--- src/rtl/pixel_ctrl_pkg.sv ---
// Shared types and helpers for the pixel frame sequencer: FSM state encoding,
// default conversion counter width and the binary-to-Gray encoder.
package pixel_ctrl_pkg;

   localparam int CNT_W_DEF = 8;

   typedef enum logic [2:0] {
      S_IDLE,
      S_PIX_RST,
      S_ERASE,
      S_EXPOSE,
      S_CONVERT,
      S_READOUT,
      S_DONE
   } state_t;

   function automatic logic [31:0] gray_encode(input logic [31:0] bin);
      return bin ^ (bin >> 1);
   endfunction

endpackage

--- src/rtl/pixel_conv_counter.sv ---
// Single-slope conversion counter with clear/enable. Output is the binary count,
// or its Gray code when GRAY_COUNTER_EN is defined.
module pixel_conv_counter
   import pixel_ctrl_pkg::*;
#(
   parameter int CNT_W = CNT_W_DEF
) (
   input  logic             clk,
   input  logic             rst,
   input  logic             clr,
   input  logic             en,
   output logic [CNT_W-1:0] count,
   output logic             last
);

   logic [CNT_W-1:0] bin_q;
   logic [CNT_W-1:0] bin_n;
   logic [CNT_W-1:0] out_n;

   always_comb begin
      bin_n = bin_q;
      if (clr) begin
         bin_n = '0;
      end else if (en) begin
         bin_n = bin_q + CNT_W'(1);
      end
   end

`ifdef GRAY_COUNTER_EN
   assign out_n = CNT_W'(gray_encode(32'(bin_n)));
`else
   assign out_n = bin_n;
`endif

   // The output is registered from the next binary value so it stays aligned with bin_q.
   always_ff @(posedge clk or posedge rst) begin
      if (rst) begin
         bin_q <= '0;
         count <= '0;
      end else begin
         bin_q <= bin_n;
         count <= out_n;
      end
   end

   assign last = &bin_q;

endmodule

--- src/rtl/pixel_frame_sequencer.sv ---
// Frame controller for the pixel array: reset, erase, expose, convert, then row readout.
// Define GRAY_COUNTER_EN to broadcast COUNTER in Gray code instead of binary.
module pixel_frame_sequencer
   import pixel_ctrl_pkg::*;
#(
   parameter int NUM_ROWS     = 2,
   parameter int ERASE_CYCLES = 4,
   parameter int CNT_W        = CNT_W_DEF,
   localparam int ROW_W       = (NUM_ROWS > 1) ? $clog2(NUM_ROWS) : 1
) (
   input  logic                CLK,
   input  logic                RESET,
   input  logic                START,
   input  logic                ABORT,
   input  logic [7:0]          EXPOSURE,
   input  logic                RD_READY,
   output logic                PIXEL_RST,
   output logic                ERASE,
   output logic                EXPOSE,
   output logic                VBN1,
   output logic                RAMP,
   output logic [CNT_W-1:0]    COUNTER,
   output logic [NUM_ROWS-1:0] READ,
   output logic [ROW_W-1:0]    ROW_ADDR,
   output logic                DATA_VALID,
   output logic                BUSY,
   output logic                FRAME_DONE,
   output logic [2:0]          DEBUG_STATE
);

   localparam int DUR_W = ($clog2(ERASE_CYCLES) > 8) ? $clog2(ERASE_CYCLES) : 8;

   state_t           state_q, state_n;
   logic [DUR_W-1:0] dur_q, dur_n;
   logic [ROW_W-1:0] row_q, row_n;
   logic [7:0]       exp_q, exp_n;
   logic             cnt_clr, cnt_en, cnt_last;

   // Handshake: DATA_VALID is high for the whole READOUT state and never drops while
   // waiting; a row retires on a cycle with DATA_VALID && RD_READY and the next row
   // is presented on the following cycle.
   always_comb begin
      state_n = state_q;
      dur_n   = dur_q;
      row_n   = row_q;
      exp_n   = exp_q;
      cnt_clr = 1'b0;
      cnt_en  = 1'b0;
      case (state_q)
         S_IDLE: begin
            if (START) begin
               state_n = S_PIX_RST;
               exp_n   = EXPOSURE;
               cnt_clr = 1'b1;
            end
         end
         S_PIX_RST: begin
            state_n = S_ERASE;
            dur_n   = DUR_W'(ERASE_CYCLES - 1);
         end
         S_ERASE: begin
            if (dur_q == '0) begin
               state_n = S_EXPOSE;
               dur_n   = (exp_q == 8'd0) ? '0 : DUR_W'(exp_q - 8'd1);
            end else begin
               dur_n = dur_q - DUR_W'(1);
            end
         end
         S_EXPOSE: begin
            if (dur_q == '0) begin
               state_n = S_CONVERT;
            end else begin
               dur_n = dur_q - DUR_W'(1);
            end
         end
         S_CONVERT: begin
            // The counter stops on its final code instead of wrapping.
            if (cnt_last) begin
               state_n = S_READOUT;
               row_n   = '0;
            end else begin
               cnt_en = 1'b1;
            end
         end
         S_READOUT: begin
            if (RD_READY) begin
               if (row_q == ROW_W'(NUM_ROWS - 1)) begin
                  state_n = S_DONE;
                  row_n   = '0;
               end else begin
                  row_n = row_q + ROW_W'(1);
               end
            end
         end
         S_DONE: begin
            state_n = S_IDLE;
         end
         default: begin
            state_n = S_IDLE;
         end
      endcase
      if (ABORT && (state_q != S_IDLE)) begin
         state_n = S_IDLE;
         dur_n   = '0;
         row_n   = '0;
         cnt_en  = 1'b0;
         cnt_clr = 1'b0;
      end
   end

   // Outputs are decoded from the next state so every line changes on the state edge.
   always_ff @(posedge CLK or posedge RESET) begin
      if (RESET) begin
         state_q    <= S_IDLE;
         dur_q      <= '0;
         row_q      <= '0;
         exp_q      <= '0;
         PIXEL_RST  <= 1'b0;
         ERASE      <= 1'b0;
         EXPOSE     <= 1'b0;
         VBN1       <= 1'b0;
         RAMP       <= 1'b0;
         READ       <= '0;
         ROW_ADDR   <= '0;
         DATA_VALID <= 1'b0;
         BUSY       <= 1'b0;
         FRAME_DONE <= 1'b0;
      end else begin
         state_q    <= state_n;
         dur_q      <= dur_n;
         row_q      <= row_n;
         exp_q      <= exp_n;
         PIXEL_RST  <= (state_n == S_PIX_RST);
         ERASE      <= (state_n == S_ERASE);
         EXPOSE     <= (state_n == S_EXPOSE);
         VBN1       <= (state_n == S_CONVERT);
         RAMP       <= (state_n == S_CONVERT);
         READ       <= (state_n == S_READOUT) ? (NUM_ROWS'(1) << row_n) : '0;
         ROW_ADDR   <= (state_n == S_READOUT) ? row_n : '0;
         DATA_VALID <= (state_n == S_READOUT);
         BUSY       <= (state_n != S_IDLE);
         FRAME_DONE <= (state_n == S_DONE);
      end
   end

   pixel_conv_counter #(
      .CNT_W (CNT_W)
   ) u_conv_counter (
      .clk   (CLK),
      .rst   (RESET),
      .clr   (cnt_clr),
      .en    (cnt_en),
      .count (COUNTER),
      .last  (cnt_last)
   );

   assign DEBUG_STATE = state_q;

endmodule

--- config.mk ---
export PLATFORM = sky130hd
export DESIGN_NAME = pixel_frame_sequencer
export DESIGN_NICKNAME = d
export VERILOG_FILES = /design/src/rtl/pixel_ctrl_pkg.sv /design/src/rtl/pixel_conv_counter.sv /design/src/rtl/pixel_frame_sequencer.sv
export SDC_FILE = /design/constraint.sdc
export NUM_CORES = 1
export LEC_CHECK = 0
export CORE_MARGIN = 4
export CORE_UTILIZATION = 25
export DETAILED_ROUTE_END_ITERATION = 16
export SLEW_MARGIN = 0
export SYNTH_ARGS = -nofsm -noshare
export SYNTH_HDL_FRONTEND = slang
export SYNTH_HIERARCHICAL = 1
export SYNTH_SLANG_ARGS = --single-unit
--- constraint.sdc ---
create_clock -name CLK -period 4.89 [get_ports CLK]
set_input_delay 0.489 -clock CLK [delete_from_list [all_inputs] [get_ports CLK]]
set_output_delay 0.489 -clock CLK [all_outputs]
set_load 0.1 [all_outputs]
# == Word-level counts from Yosys, hierarchy flattened ==
# Index checks and enable logic that the tools add are counted.
# op_classes
add_sub_neg,4
eq_ne,12
n_shift,1
n_mux,28
n_reduce_logical,11
# op_table
cell,count
8-bit 2-to-1 mux,6
8-bit one-hot mux with 3 select lines,1
3-bit 2-to-1 mux,7
3-bit one-hot mux with 6 select lines,1
8-bit zero test,2
8-bit by 1-bit subtractor with 8-bit output (second input constant),2
3-bit == test (second input constant),5
3-bit by 2-bit == test with 1-bit output (second input constant),4
1-bit 2-to-1 mux,11
8-bit by 1-bit adder with 8-bit output (second input constant),1
8-bit AND reduction,1
3-bit by 1-bit == test with 1-bit output (second input constant),2
3-bit nonzero test,2
2-bit AND reduction,2
4-bit nonzero test,1
3-bit zero test,1
3-bit inequality test (second input constant),1
2-bit 2-to-1 mux,1
1-bit one-hot mux with 2 select lines,1
2-bit nonzero test,1
1-bit by 1-bit << shifter with 2-bit output (first input constant),1
1-bit adder (second input constant),1
1-bit logical AND,1
# word_totals
regBits,38
in_bits,13
output_inout_bits,22
elab_cells,70

# == Longest topological paths before layout ==
# depth
depth_word,7
mapped_depth,9
depth_no_buf,8

# == Modules after synthesis ==
# The synthesis kept the hierarchy.
# modules_own_cells
mod,n_inst,cells_per_inst,area_each_um2,seq_area_each_um2
pixel_frame_sequencer,1,163,1659.1,725.7
pixel_conv_counter,1,40,391.6,200.2

# == Worst setup path before layout ==
# Ideal clock, no wire load.
# synth_path
path_kind,register -> register
startpoint,register u_conv_counter.bin_q[0]
endpoint,register BUSY
setup_time_ps,131
arrival_time_ps,2516
required_ps,4759
slack_ps,2243
path_stages_with_launch,9
path_buffers,0
period_less_slack_ps,2647
cell_sequence,dfrtp_1 ha_1 nand3_1 nor2_1 or2_2 a41o_1 nor3_4 a21oi_2 or3_1
# synth_via
elab_chain_len,5
# synth_rtl
item,line,text
from (decl),pixel_conv_counter.sv:16,logic [CNT_W-1:0] bin_q;
from (signal assigned),pixel_conv_counter.sv:41,bin_q <= bin_n;
8-bit AND reduction,pixel_conv_counter.sv:46,assign last = &bin_q;
net cnt_last,pixel_frame_sequencer.sv:37,"logic cnt_clr, cnt_en, cnt_last;"
3-bit 2-to-1 mux,pixel_frame_sequencer.sv:78,if (cnt_last) begin
3-bit one-hot mux with 6 select lines,pixel_frame_sequencer.sv:49,case (state_q)
3-bit 2-to-1 mux,pixel_frame_sequencer.sv:102,if (ABORT && (state_q != S_IDLE)) begin
net state_n[0],pixel_frame_sequencer.sv:33,"state_t state_q, state_n;"
3-bit nonzero test,pixel_frame_sequencer.sv:141,BUSY <= (state_n != S_IDLE);
to (signal assigned),pixel_frame_sequencer.sv:141,
to (decl),pixel_frame_sequencer.sv:26,"output logic BUSY,"
# The timed path passes the listed nets, and every way through them passes these cells.
# A chain may end at the register's enable or synchronous reset.

# == Final worst setup path ==
# layout_path
startpoint,input port ABORT
endpoint,register u_conv_counter.bin_q[5]
# layout_via
elab_chain_len,3
word_cells_on_any_way,5
cone_classes,mux: 3; reduce/logical: 2
# layout_rtl
item,line,text
from (decl),pixel_frame_sequencer.sv:14,"input logic ABORT,"
1-bit logical AND,pixel_frame_sequencer.sv:102,
1-bit 2-to-1 mux,pixel_frame_sequencer.sv:102,
net cnt_en,pixel_frame_sequencer.sv:37,
2-bit nonzero test (no source line),n/a,
# The timed path passes the listed nets, and every way through them passes these cells.

==> impl_metrics.py <==
metrics = {
    "floorplan": {
        "dieWidth_um": 98.6,
        "die_area_um2": 9720,
        "num_rows": 32,
        "initial_core_util_pct": 26.1,
        "io_pins": 35,
        "core_region_area_um2": 7850,
        "die_y_um": 98.6,
    },
    "final_layout": {
        "diodes": 0,
        "design_area_um2": 2580,
        "fillers": 844,
        "num-nets-final": 251,
        "seq_area_um2": 926,
        "area_delta_synth_final_pct": 26.0,
        "multi_input_area_um2": 1010,
        "layout-drive-gt1-share_pct": 13.6,
    },
    "logic_synthesis": {
        "synth.avg_cell_area_um2": 10.1,
        "synth_flop_cell": "dfrtp_1",
        "yosysTopAreaCellShare_pct": 45.1,
        "synth_area_leaders": "dfrtp_1 45%, mux2_2 3.3%, o21ai_0 3.2%",
        "yosysWarningCount": 6,
        "yosysSeqAreaShare_pct": 45.1,
        "synth_cells": 203,
        "syn-num-nets": 220,
        "synth_top_area_cell": "dfrtp_1",
        "netlist_area_um2": 2050,
        "synth_edf_count": 0,
        "ys_types": 58,
        "ys_ff_latch": 37,
        "ys_async_sr_fraction_pct": 100,
    },
    "drt": {
        "antenna_left": 0,
        "wl_per_cell_um": 13.3,
        "wl_met3_um": 290,
        "routed.top_layer": "met4",
        "vias_per_cell": 4.76,
        "vias": 1605,
        "drc": 0,
        "drt_iter0_drc": 57,
        "drt_wl_total_um": 4470,
        "m1WireLength_um": 2050,
        "met2_length_um": 2060,
        "first_pass_iters": 4,
    },
    "placement": {
        "gp_congestion": 0.766,
        "dp_hpwl_um": 3260,
        "portBuffers": 34,
        "post_dp_cell_area_um2": 2470,
    },
    "grt": {
        "grt_pass1_wl_um": 7640,
        "grt_max_degree": 30,
        "first_global_vias": 1571,
        "grt_usage_pct": 9.61,
        "grt.overflow.total": 0,
        "antenna_found_initial": 0,
    },
    "sta": {
        "fin_crit_sh_pct": 55.4,
        "rsz0062_at_grt": "no",
        "period_needed_ps": 2710,
        "setup_viol": 0,
        "maxSlewViolCount": 0,
        "finalHoldViolations": 0,
        "finalSetupTns_ps": 0,
        "hold_slack_ps": 470,
        "maxSlewHeadroom_pct": 25.9,
        "fmax_mhz": 369,
        "finClkSkew_ps": 5.24,
        "worst_pin_slew_ps": 1100,
    },
    "power_and_ir_drop": {
        "leakagePower_nw": 1.06,
        "power_switching_share_pct": 45.0,
        "p_seq_share_pct": 32.7,
        "share_clk_of_total_power_pct": 18.5,
        "cellInternalPower_w": 0.000818,
        "power_switching_w": 0.000670,
        "comb_power_share_pct": 48.8,
        "p_per_area_nw_per_um2": 576,
        "ir_drop_v": 0.000235,
    },
    "clock_network": {
        "cts_tree": "done",
        "cts_made_buffers": 5,
        "clockRootBuffer": "clkbuf_8",
        "cts_resized": 0,
        "clockBufferDepth": 2,
        "ctsHoldBuffers": 0,
        "clkLatencyLatePin_ps": 290,
        "htreeDepth": 2,
        "clk_pin_slew_ps": 80,
        "clkSinkCount": 37,
        "cts_setup_buffers": 0,
    },
    "run": {
        "maxCapViolCount": 0,
    },
    "setup_path": {
        "arrival_ps": 2920,
        "worst_setup_path_start_kind": "input pin",
        "criticalPathCategory": "input pin to register",
        "endpoint_kind": "register",
        "worst_ep_required_time_ps": 5100,
        "path_max_fanout": 11,
    },
    "status": {
        "outcome": "completed",
    },
    "hold_path": {
        "min_path_type": "register to register",
    },
}
cells in the mapped netlist, types with 3 or more instances:
cell	n
xor2_1	6
nor2b_1	4
mux2_2	6
inv_1	9
nand2_1	11
nand3_1	6
buf_4	3
nor3_1	7
o21ai_0	13
dfrtp_1	37
buf_2	4
or3_1	8
nor2_1	15
clkbuf_1	3
nand4_1	4
ha_1	4
nand2b_1	5
nor4b_1	4
a21oi_1	6
final cells by class:
cell class / count / area share (%)
multi-input cells: 143 / 39.2
flip-flops and latches: 37 / 35.8
repair buffers: 37 / 14.0
well taps: 102 / 4.94
clock buffers: 7 / 3.34
inverters: 10 / 1.45
clock inverters: 1 / 1.16
power by group through the flow:
stage                     Clock (W)  Sequential [W]  Combinational [W]
after global placement            0        0.000492           0.000726
after floorplan                   0        0.000611           0.000465
after global routing       0.000295        0.000503           0.000787
after CTS                  0.000284        0.000487           0.000732
final                      0.000275        0.000487           0.000726
after detailed placement          0        0.000493           0.000728
sequential cells by signal, summed over array words and instances, names as in the netlist:
register	count
BUSY	1
ERASE	1
DEBUG_STATE	3
dur_q	8
READ	2
exp_q	8
FRAME_DONE	1
PIXEL_RST	1
DATA_VALID	1
u_conv_counter/bin_q	8
row_q	1
RAMP	1
EXPOSE	1
through the flow:
stage / setup slack, ps / power, W / std cells / util (%)
final: 2180 / 0.00149 / 337 / 32.9
after floorplan: 2240 / 0.00108 / 203 / -
after CTS: 2190 / 0.00150 / 337 / 32.9
after global routing: 1940 / 0.00159 / 337 / 32.9
after detailed placement: 1940 / 0.00122 / 329 / 31.4
after global placement: 2000 / 0.00122 / 329 / 31.4
layer usage:
| layer | track usage, % | vias up |
|---|---|---|
| met5 | 0 | - |
| met4 | 3.68 | 0 |
| met3 | 3.26 | 5 |
| met2 | 15.1 | 36 |
| met1 | 12.2 | 765 |
| li1 | - | 799 |
cell usage in the layout (no fill, tap or decap), types with 3 or more instances in the layout:
cell             synthesis  final
a21oi_1                  6      6
buf_4                    3      3
clkbuf_8                 0      6
clkdlybuf4s50_1          0     34
dfrtp_1                 37     37
ha_1                     4      4
inv_1                    9      9
mux2_2                   6      6
nand2_1                 11     11
nand2b_1                 5      5
nand3_1                  6      6
nand4_1                  4      4
nor2_1                  15     15
nor2b_1                  4      4
nor3_1                   7      7
nor4b_1                  4      3
o21ai_0                 13     13
or3_1                    8      8
xor2_1                   6      6
cell families (layout without fill, tap and decap cells):
kind of cell / count (synthesis) / in the layout / share of synthesized area, %
buf+inv: 23 / 55 / 5.73
fa+ha+maj: 4 / 4 / 2.44
flops: 37 / 37 / 45.1
compound gates: 44 / 44 / 16.2
xor+xnor: 7 / 7 / 2.99
simple gates: 81 / 81 / 23.7
mux: 7 / 7 / 3.78
critical path: stages:
cell             delay (ps)
clkdlybuf4s50_1         630
nor4bb_1               1010
nand4_2                 260
or3_1                   360
a21oi_1                 170
path summary, 6_finish.rpt:
path                                               from                 endpoint  slack [ps]  cells after the start
worst max-delay path                              ABORT  u_conv_counter/bin_q[5]        2180                      5
min in group asynchronous                         RESET  u_conv_counter/bin_q[5]         490                      2
worst min register to register                 dur_q[7]                 dur_q[7]         470                      1
max in group asynchronous                         RESET                 dur_q[6]        3980                      3
worst max register to register  u_conv_counter/bin_q[0]  u_conv_counter/bin_q[5]        2240                      7
worst min-delay path                           dur_q[7]                 dur_q[7]         470                      1
No activity file was read; power rests on OpenSTA's default activity.
